**config.mk**
```make
export PLATFORM = sky130hd
export DESIGN_NAME = miller_pcd_tx
export DESIGN_NICKNAME = d
export VERILOG_FILES = /design/src/rtl/miller_pcd_tx.sv
export SDC_FILE = /design/constraint.sdc
export NUM_CORES = 1
export LEC_CHECK = 0
export ABC_AREA = 1
export CAP_MARGIN = 5
export CORE_ASPECT_RATIO = 2
export CORE_MARGIN = 2
export CORE_UTILIZATION = 51
export CTS_BUF_LIST = sky130_fd_sc_hd__clkbuf_8 sky130_fd_sc_hd__clkbuf_16
export DETAILED_ROUTE_END_ITERATION = 8
export PLACE_DENSITY_LB_ADDON = 0.05
export SLEW_MARGIN = 20
export SYNTH_ARGS = -nofsm -noshare
export SYNTH_HDL_FRONTEND = slang
export SYNTH_SLANG_ARGS = --single-unit
```
**constraint.sdc**
```tcl
create_clock -name clk -period 1.95 [get_ports clk]
set_input_delay 0.195 -clock clk [delete_from_list [all_inputs] [get_ports clk]]
set_output_delay 0.195 -clock clk [all_outputs]
set_load 0.02 [all_outputs]
```
**src/rtl/miller_pcd_tx.sv**
```systemverilog
// miller_pcd_tx
//   Reader-side ISO/IEC 14443-A transmitter. Serialises bytes from a
//   valid/ready stream into a modified-Miller pause stream. It adds SOF,
//   odd parity after every byte, and EOF. It also supports 7-bit short frames.
//
// Ports
//   clk, resetn          clock; synchronous active-low reset
//   tx_data[7:0]         byte to send, LSB first
//   tx_valid / tx_ready  byte handshake (accept on valid && ready)
//   tx_last              byte closes the frame
//   tx_short             first byte only: 7-bit short frame, no parity
//   miller_out           registered line state, 1 = carrier, 0 = pause
//   busy                 frame in progress
//   done                 one-cycle pulse after a normally completed frame
//   underrun             one-cycle pulse when a frame is cut short because
//                        the next byte did not arrive during parity
module miller_pcd_tx #(
    parameter int unsigned BIT_CLKS   = 128,
    parameter int unsigned PAUSE_CLKS = 32
) (
    input  logic       clk,
    input  logic       resetn,
    input  logic [7:0] tx_data,
    input  logic       tx_valid,
    input  logic       tx_last,
    input  logic       tx_short,
    output logic       tx_ready,
    output logic       miller_out,
    output logic       busy,
    output logic       done,
    output logic       underrun
);

    localparam int unsigned CW     = $clog2(BIT_CLKS);
    localparam logic [CW-1:0] C_LAST = CW'(BIT_CLKS - 1);
    localparam int unsigned HALF   = BIT_CLKS / 2;

    typedef enum logic [2:0] {
        S_IDLE,
        S_SOF,
        S_DATA,
        S_PAR,
        S_EOF0,
        S_EOF1
    } state_t;

    typedef enum logic [1:0] {
        SYM_Y,
        SYM_Z,
        SYM_X
    } sym_t;

    state_t        state, state_nxt;
    sym_t          sym, sym_nxt;
    logic [CW-1:0] c, c_nxt;
    logic [2:0]    bit_idx, bit_idx_nxt;
    logic [7:0]    data_r, data_nxt;
    logic          last_r, last_nxt;
    logic          short_r, short_nxt;
    logic          prev_bit, prev_nxt;
    logic          got_r, got_nxt;
    logic          abort_r, abort_nxt;
    logic          miller_nxt, done_nxt, underrun_nxt;
    logic          accept, period_end, par_bit, next_bit;
    logic [2:0]    last_idx;
    logic [7:0]    byte_cur;

    // Modified-Miller symbol for one logic bit given the bit sent before it.
    function automatic sym_t code_bit(input logic b, input logic prev);
        if (b)
            return SYM_X;
        else if (prev)
            return SYM_Y;
        else
            return SYM_Z;
    endfunction

    // Line level for a symbol at bit-period position cnt.
    function automatic logic sym_level(input sym_t s, input logic [CW-1:0] cnt);
        int unsigned ci;
        ci = 32'(cnt);
        case (s)
            SYM_Z:   return !(ci < PAUSE_CLKS);
            SYM_X:   return !(ci >= HALF && ci < HALF + PAUSE_CLKS);
            default: return 1'b1;
        endcase
    endfunction

    assign tx_ready   = (state == S_IDLE) || (state == S_PAR && !last_r && !got_r);
    assign busy       = (state != S_IDLE);
    assign accept     = tx_valid && tx_ready;
    assign period_end = (c == C_LAST);
    assign last_idx   = short_r ? 3'd6 : 3'd7;
    assign par_bit    = ~^data_r;
    assign next_bit   = data_r[bit_idx + 3'd1];
    // A byte taken in the final PAR cycle must feed bit 0 straight away.
    assign byte_cur   = (state == S_PAR && accept) ? tx_data : data_r;

    always_comb begin
        state_nxt    = state;
        sym_nxt      = sym;
        bit_idx_nxt  = bit_idx;
        data_nxt     = data_r;
        last_nxt     = last_r;
        short_nxt    = short_r;
        prev_nxt     = prev_bit;
        got_nxt      = got_r;
        abort_nxt    = abort_r;
        done_nxt     = 1'b0;
        underrun_nxt = 1'b0;
        if (state == S_IDLE)
            c_nxt = '0;
        else if (period_end)
            c_nxt = '0;
        else
            c_nxt = c + 1'b1;

        case (state)
            S_IDLE: begin
                if (accept) begin
                    data_nxt    = tx_data;
                    last_nxt    = tx_last;
                    short_nxt   = tx_short;
                    state_nxt   = S_SOF;
                    sym_nxt     = SYM_Z;
                    prev_nxt    = 1'b0;
                    bit_idx_nxt = '0;
                    got_nxt     = 1'b0;
                    abort_nxt   = 1'b0;
                end
            end
            S_SOF: begin
                if (period_end) begin
                    state_nxt   = S_DATA;
                    bit_idx_nxt = '0;
                    sym_nxt     = code_bit(data_r[0], prev_bit);
                    prev_nxt    = data_r[0];
                end
            end
            S_DATA: begin
                if (period_end) begin
                    if (bit_idx == last_idx) begin
                        if (short_r) begin
                            state_nxt = S_EOF0;
                            sym_nxt   = code_bit(1'b0, prev_bit);
                            prev_nxt  = 1'b0;
                        end else begin
                            state_nxt = S_PAR;
                            sym_nxt   = code_bit(par_bit, prev_bit);
                            prev_nxt  = par_bit;
                            got_nxt   = 1'b0;
                        end
                    end else begin
                        bit_idx_nxt = bit_idx + 3'd1;
                        sym_nxt     = code_bit(next_bit, prev_bit);
                        prev_nxt    = next_bit;
                    end
                end
            end
            S_PAR: begin
                if (accept) begin
                    data_nxt = tx_data;
                    last_nxt = tx_last;
                    got_nxt  = 1'b1;
                end
                if (period_end) begin
                    if (got_r || accept) begin
                        state_nxt   = S_DATA;
                        bit_idx_nxt = '0;
                        sym_nxt     = code_bit(byte_cur[0], prev_bit);
                        prev_nxt    = byte_cur[0];
                        got_nxt     = 1'b0;
                    end else begin
                        state_nxt = S_EOF0;
                        sym_nxt   = code_bit(1'b0, prev_bit);
                        prev_nxt  = 1'b0;
                        if (!last_r) begin
                            underrun_nxt = 1'b1;
                            abort_nxt    = 1'b1;
                        end
                    end
                end
            end
            S_EOF0: begin
                if (period_end) begin
                    state_nxt = S_EOF1;
                    sym_nxt   = SYM_Y;
                end
            end
            S_EOF1: begin
                if (period_end) begin
                    state_nxt = S_IDLE;
                    sym_nxt   = SYM_Y;
                    done_nxt  = !abort_r;
                end
            end
            default: begin
                state_nxt = S_IDLE;
                sym_nxt   = SYM_Y;
            end
        endcase

        // Output is registered, so it is derived from next-cycle state.
        if (state_nxt == S_IDLE)
            miller_nxt = 1'b1;
        else
            miller_nxt = sym_level(sym_nxt, c_nxt);
    end

    always_ff @(posedge clk) begin
        if (!resetn) begin
            state      <= S_IDLE;
            sym        <= SYM_Y;
            c          <= '0;
            bit_idx    <= '0;
            data_r     <= '0;
            last_r     <= 1'b0;
            short_r    <= 1'b0;
            prev_bit   <= 1'b0;
            got_r      <= 1'b0;
            abort_r    <= 1'b0;
            miller_out <= 1'b1;
            done       <= 1'b0;
            underrun   <= 1'b0;
        end else begin
            state      <= state_nxt;
            sym        <= sym_nxt;
            c          <= c_nxt;
            bit_idx    <= bit_idx_nxt;
            data_r     <= data_nxt;
            last_r     <= last_nxt;
            short_r    <= short_nxt;
            prev_bit   <= prev_nxt;
            got_r      <= got_nxt;
            abort_r    <= abort_nxt;
            miller_out <= miller_nxt;
            done       <= done_nxt;
            underrun   <= underrun_nxt;
        end
    end

endmodule

```
Word level (Yosys, flattened, before mapping)
Cells that the tools add are included.
Widths: inputs -> output; s select.

cells by class
  multipliers = 0
  divide/modulo/power cells = 0
  bitwise operators = 3
  equal/unequal tests = 19
  shifts and indexed selects = 0
  multiplexer cells = 58
  reductions and logical operators = 30
  magnitude comparators = 4
  add/sub/neg operators = 2

operators with widths
  cell                 count
  $mux 3               15
  $mux 2               12
  $mux 1               21
  $ne 2x2->1 const B   9
  $pmux 3 s6           1
  $reduce_and 5->1     3
  $mux 7               2
  $pmux 3 s4           1
  $pmux 2 s5           1
  $reduce_xnor 8->1    1
  $add 7x1->7 const B  1
  $eq 7x7->1 const B   1
  $ge 7x7->1 const B   1
  $lt 7x6->1 const B   1
  $lt 7x7->1 const B   1
  $reduce_and 7->1     1
  $eq 3x2->1 const B   2
  $eq 3x3->1 const B   2
  $logic_not 3->1      2
  $reduce_bool 3->1    2
  $reduce_or 2->1      3
  $logic_and 1x1->1    5
  $logic_not 1->1      5
  $lt 3x4->1 const B   1
  17 further kinds     22

word-level totals
  bits in registers = 31
  latch bits = 0
  bits in writable memories = 0
  ROM bits = 0
  memories kept = 0
  word-level logic and storage cells = 129

Longest topological paths before layout
  depth in word-level cells = 13
  mapped depth = 19
  mapped depth without buffers = 19

Worst setup path after synthesis
No wires, ideal clock.

  path type = register to register
  start = register c[0]
  end = register miller_out
  library setup time = 122 ps
  setup slack = -184 ps
  path buffers = 1
  period minus slack after synthesis = 2134 ps
  cell stages (with the launch flop) = 14
  arrival time = 2011 ps
  cells stage by stage = dfxtp_1 > ha_1 > nand3_1 > inv_1 > nand4_1 > buf_2 > inv_1 > or2_2 > nand2_1 > nand2_2 > inv_1 > ha_1 > nor3_1 > nand3_1

between the ends
  elaborated cells between the ends (all ways) = 26
  those cells by class = add/sub: 1; order compare: 3; eq/ne: 3; mux: 14; reduce/logical: 5

RTL lines
  item                                      line  text
  from (decl)                               55    logic [CW-1:0] c, c_nxt;
  from (signal assigned)                    228   c <= c_nxt;
  $eq 7x7->1 (*)                            92    assign period_end = (c == C_LAST);
  $mux 2 (on tied branches)                 --
  $pmux 2 s5 (*)                            118   case (state)
  net sym_nxt[0]                            54    sym_t sym, sym_nxt;
  $eq 2x2->1 or $eq 2x1->1 (tied branches)  82    case (s)
  $pmux 1 s2 (*)                            82
  to (signal assigned)                      236   miller_out <= miller_nxt;
  to (decl)                                 28    output logic miller_out,

Mark *: on every way through the listed nets, which the timed path passes. The rest lies on a longest branch.
A chain may end at the register's enable or synchronous reset.

Final worst setup path
  start = register bit_idx[0]
  end = register miller_out

between the ends
  word-level cells in the longest chain between the ends = 9
  elaborated cells between the ends (all ways) = 16
  those cells by class = add/sub: 1; eq/ne: 3; mux: 10; reduce/logical: 2

ends and longest elaborated chain
  item                                      line  text
  from (decl)                               56    logic [2:0] bit_idx, bit_idx_nxt;
  from (signal assigned)                    229   bit_idx <= bit_idx_nxt;
  $add 3x1->3                               95    assign next_bit = data_r[bit_idx + 3'd1];
  $bmux 1 s3                                95
  $mux 1 (implied by the code)              95
  $mux 2                                    70    if (b)
  $mux 2 (*)                                142   if (bit_idx == last_idx) begin
  $mux 2 (*)                                141   if (period_end) begin
  $pmux 2 s5 (*)                            118
  net sym_nxt[1]                            54
  $eq 2x2->1 or $eq 2x1->1 (tied branches)  82
  $pmux 1 s2 (*)                            82

Mark *: on every way through the listed nets, which the timed path passes. The rest lies on a longest branch. The select of a mux whose other input is x is not followed.

==> results.sh <==
export IMPL_endpoints_failing_setup=2
export IMPL_initial_core_util=0.536
export IMPL_timing_rr_start="bit_idx[0]$_SDFFE_PN0P_"
export IMPL_timing_max_transition_violations_final=0
export IMPL_die_width_um=46.1
export IMPL_finalWeightedCongestion=0.861
export IMPL_grt_start_max_net_pins=15
export IMPL_leakage_nw=1.19
export IMPL_r2r_setup_slack_ns=-0.09
export IMPL_timing_critical_path_cells="clkinvlp_4 -> buf_4 -> o21ai_1 -> nand3b_1 -> nand3_2 -> nand2_2 -> nand2_2 -> nand3_2 -> nand2_1 -> nand2_1 -> nand2_2 -> inv_2 -> ha_4 -> inv_2 -> a31oi_2 -> nor3_2 -> nand3_1"
export IMPL_final_util=0.786
export IMPL_max_freq_mhz=491
export IMPL_crit_type="reg -> reg"
export IMPL_fin_hold_ws_ns=0.492
export IMPL_number_of_placement_rows=30
export IMPL_cts_hold_repair_buffers=0
export IMPL_layout_drive_gt1_share=0.365
export IMPL_layout_common_cells="sky130_fd_sc_hd__buf_4 (43), sky130_fd_sc_hd__nand2_1 (41), sky130_fd_sc_hd__nor2_1 (27)"
export IMPL_path_buf_inv=4
export IMPL_max_cap_violations=0
export IMPL_nFillCells=251
export IMPL_post_route_cell_area_mm2=0.00266
export IMPL_die_area_mm2=0.00407
export IMPL_detailed_route_wire_length_um=5260
export IMPL_grtUsageTotal=0.283
export IMPL_worstSetupEndpointType="flip-flop"
export IMPL_vias=1954
export IMPL_layout_nets=339
export IMPL_cts_max_level=2
export IMPL_totalNegativeSetupSlack_ns=-0.108
export IMPL_worst_r2r_cell_count=17
export IMPL_netlist_area_mm2=0.00181
export IMPL_number_of_antenna_violations_at_the_first_check_in_global_routing=0
export IMPL_clk_root_buffer_cell="sky130_fd_sc_hd__clkbuf_8"
export IMPL_first_global_vias=1950
export IMPL_remaining_drc_errors=0
export IMPL_worst_slew_pin_transition_ns=0.547
export IMPL_final_critical_path_share_of_the_clock_period=1.05
export IMPL_critical_path_peak_fanout=4
export IMPL_detailedPlacementHpwl_um=3780
export IMPL_post_drt_wl_per_cell_um=14.8
export IMPL_die_y_um=88.2
export IMPL_final_common_cell="sky130_fd_sc_hd__buf_4"
export IMPL_worstSetupStartpointType="flip-flop"
export IMPL_worst_path_most_repeated_cell="sky130_fd_sc_hd__nand2_2"
export IMPL_crit_arrival_ns=2.20
export IMPL_min_delay_start="got_r$_SDFFE_PN0P_"
export IMPL_run_status="finished, violations left"
export IMPL_clkTransAtPathRegs_ns=0.07
export IMPL_slew_limit_headroom=0.635
export IMPL_yosys_warnings=0
export IMPL_average_instance_area_after_synthesis_um2=6.93
export IMPL_final_setup_skew_ns=0.00904
export IMPL_critical_path_top_delay_family="simple AND/OR/NAND/NOR gates"
export IMPL_min_delay_worst_endpoint="got_r$_SDFFE_PN0P_"
export IMPL_final_period_minus_worst_setup_slack_ns=2.04
export IMPL_post_synth_net_total=278
export IMPL_rsz_0062_raised_after_global_routing="yes"
export IMPL_drt_initial_drc_count=27
export IMPL_core_region_area_mm2=0.00338
export IMPL_placement_io_buffers=17
export IMPL_number_of_iterations_in_the_first_detailed_routing_pass=4
export IMPL_route_antenna_remaining_nets=0
export IMPL_worst_ir_drop_vdd_v=0.000828
export IMPL_critical_path_max_stage_delay_ns=0.39
export IMPL_tritoncts_clock_tree="done"
export IMPL_diodes=0
export IMPL_synth_cell_type_count=35
export IMPL_worstSkewPairLatency_ns=0.29
export IMPL_route_detailed_vias_per_inst=5.50
export IMPL_power_density_mw_per_mm2=679
export IMPL_critical_path_slowest_cell="sky130_fd_sc_hd__dfxtp_4"
export IMPL_hold_viol_final=0
export IMPL_timing_final_ws_setup_ns=-0.0880
export IMPL_yosys_register_bits=31
export IMPL_r2r_end="miller_out$_SDFF_PP1_"
export IMPL_tritoncts_num_sinks=31
export IMPL_cts_made_buffers=5
export IMPL_cts_max_path_buffers=2
export IMPL_grt_first_pass_wirelength_um=8280
export IMPL_hold_path_cell_count=2
export IMPL_register_area_share_after_synthesis=0.343
export IMPL_violations="negative setup slack"
export IMPL_critical_path_required_ns=2.11
export IMPL_synthCells=261
export IMPL_grt_remaining_overflow=0
export IMPL_layout_area_overhead_vs_synth_pct=46.7
export IMPL_ioPinCount=18
export IMPL_post_place_instance_area_mm2=0.00233
export IMPL_min_path_type="reg -> reg"
cell type report:
type                            count  area, µm²  share of cell area
Multi-Input combinational cell    189       1200               0.451
Inverter                           33        133              0.0500
Timing Repair Buffer               62        514               0.194
Clock buffer                        6       93.8              0.0353
Tap cell                           32       40.0              0.0151
Sequential cell                    31        644               0.243
Clock inverter                      2       33.8              0.0127
worst reg2reg max path, stage by stage, from the launching register on:
cell,delay (ns)
sky130_fd_sc_hd__dfxtp_4,0.39
sky130_fd_sc_hd__clkinvlp_4,0.13
sky130_fd_sc_hd__buf_4,0.16
sky130_fd_sc_hd__o21ai_1,0.12
sky130_fd_sc_hd__nand3b_1,0.12
sky130_fd_sc_hd__nand3_2,0.11
sky130_fd_sc_hd__nand2_2,0.05
sky130_fd_sc_hd__nand2_2,0.07
sky130_fd_sc_hd__nand3_2,0.07
sky130_fd_sc_hd__nand2_1,0.05
sky130_fd_sc_hd__nand2_1,0.06
sky130_fd_sc_hd__nand2_2,0.07
sky130_fd_sc_hd__inv_2,0.04
sky130_fd_sc_hd__ha_4,0.14
sky130_fd_sc_hd__inv_2,0.04
sky130_fd_sc_hd__a31oi_2,0.03
sky130_fd_sc_hd__nor3_2,0.19
sky130_fd_sc_hd__nand3_1,0.08
synth_stat cells:
| cell | n | share of area |
|---|---|---|
| sky130_fd_sc_hd__o21ai_1 | 1 | 0.0028 |
| sky130_fd_sc_hd__xor2_1 | 7 | 0.034 |
| sky130_fd_sc_hd__or2_2 | 1 | 0.0035 |
| sky130_fd_sc_hd__buf_2 | 3 | 0.0083 |
| sky130_fd_sc_hd__nor4_1 | 1 | 0.0035 |
| sky130_fd_sc_hd__clkbuf_2 | 1 | 0.0028 |
| sky130_fd_sc_hd__nor3_2 | 1 | 0.0055 |
| sky130_fd_sc_hd__inv_2 | 2 | 0.0042 |
| sky130_fd_sc_hd__nor2_4 | 1 | 0.0062 |
| sky130_fd_sc_hd__nor3_1 | 3 | 0.0083 |
| sky130_fd_sc_hd__a21oi_1 | 15 | 0.041 |
| sky130_fd_sc_hd__nor2_1 | 29 | 0.060 |
| sky130_fd_sc_hd__nand3b_1 | 3 | 0.012 |
| sky130_fd_sc_hd__o21ai_0 | 24 | 0.066 |
| sky130_fd_sc_hd__buf_6 | 1 | 0.0062 |
| sky130_fd_sc_hd__nand2_1 | 50 | 0.10 |
| sky130_fd_sc_hd__buf_1 | 1 | 0.0021 |
| sky130_fd_sc_hd__ha_1 | 4 | 0.028 |
| sky130_fd_sc_hd__o211ai_1 | 3 | 0.012 |
| sky130_fd_sc_hd__a31o_2 | 1 | 0.0048 |
| sky130_fd_sc_hd__nand4_1 | 6 | 0.021 |
| sky130_fd_sc_hd__o21a_1 | 1 | 0.0042 |
| sky130_fd_sc_hd__nand3_1 | 16 | 0.044 |
| sky130_fd_sc_hd__clkbuf_1 | 2 | 0.0042 |
| sky130_fd_sc_hd__inv_1 | 31 | 0.064 |
| sky130_fd_sc_hd__nand2_2 | 3 | 0.010 |
| sky130_fd_sc_hd__o211a_1 | 1 | 0.0055 |
| sky130_fd_sc_hd__nand3_2 | 2 | 0.011 |
| sky130_fd_sc_hd__a31oi_1 | 1 | 0.0035 |
| sky130_fd_sc_hd__xnor2_1 | 6 | 0.029 |
| sky130_fd_sc_hd__and3_1 | 1 | 0.0035 |
| sky130_fd_sc_hd__dfxtp_1 | 31 | 0.34 |
| sky130_fd_sc_hd__nand2_4 | 4 | 0.025 |
| sky130_fd_sc_hd__nor2_2 | 2 | 0.0069 |
| sky130_fd_sc_hd__a211oi_1 | 2 | 0.0083 |
how the worst max path moves through the flow:
| stage | from | endpoint | slack, ns | depth (start not counted) |
|---|---|---|---|---|
| floorplan | state[0]$_SDFF_PN0_ | miller_out$_SDFF_PP1_ | 0.004 | 18 |
| global placement | tx_valid | miller_out$_SDFF_PP1_ | -0.12 | 15 |
| detailed placement | tx_valid | miller_out$_SDFF_PP1_ | -0.14 | 15 |
| CTS | state[0]$_SDFF_PN0_ | miller_out$_SDFF_PP1_ | -0.05 | 17 |
| global route | bit_idx[0]$_SDFFE_PN0P_ | miller_out$_SDFF_PP1_ | -0.21 | 15 |
| finish | bit_idx[0]$_SDFFE_PN0P_ | miller_out$_SDFF_PP1_ | -0.09 | 17 |
report_power, final:
part | switching (mW) | internal, mW | leakage (nW)
Combinational | 0.209 | 0.188 | 0.861
Clock | 0.246 | 0.454 | 0.0677
Sequential | 0.0386 | 0.669 | 0.260
Total | 0.493 | 1.31 | 1.19
per-stage QoR:
stage                     std cells  total power [mW]  setup WS (ns)
after CTS                       351              1.77        -0.0487
final                           355              1.80        -0.0880
after detailed placement        338              1.08         -0.142
after floorplan                 261             0.930        0.00392
after global routing            355              1.89         -0.212
after global placement          338              1.07         -0.115
routing by layer:
| metal | wire length, µm | GRT usage | vias to the layer above |
|---|---|---|---|
| li1 | - | - | 970 |
| met1 | 1720 | 0.245 | 914 |
| met2 | 2990 | 0.523 | 41 |
| met3 | 116 | 0.0449 | 29 |
| met4 | 429 | 0.221 | 0 |
| met5 | 0 | 0 | - |
cell families after synthesis:
family | synth area share
AOI/OAI and AO/OA | 0.149
xor gates and xnor gates | 0.0629
adders and majority gates | 0.0277
buffers and inverters | 0.0920
DFF | 0.343
and+or+nand+nor | 0.325
registers in the layout, summed over array words and instances, names as in the netlist:
register    cells
c               7
abort_r         1
prev_bit        1
sym             2
short_r         1
got_r           1
underrun        1
state           3
done            1
miller_out      1
last_r          1
bit_idx         3
data_r          8
what timing repair did:
action | 4_1_cts | 5_1_grt
resized for setup | 6 | 37
hold endpoints to repair | 0 | 0
buffers inserted | 5 | 4
endpoints found under the setup margin | 2 | 9
pin swaps | 11 | 16
No activity file was read; power rests on OpenSTA's default activity.
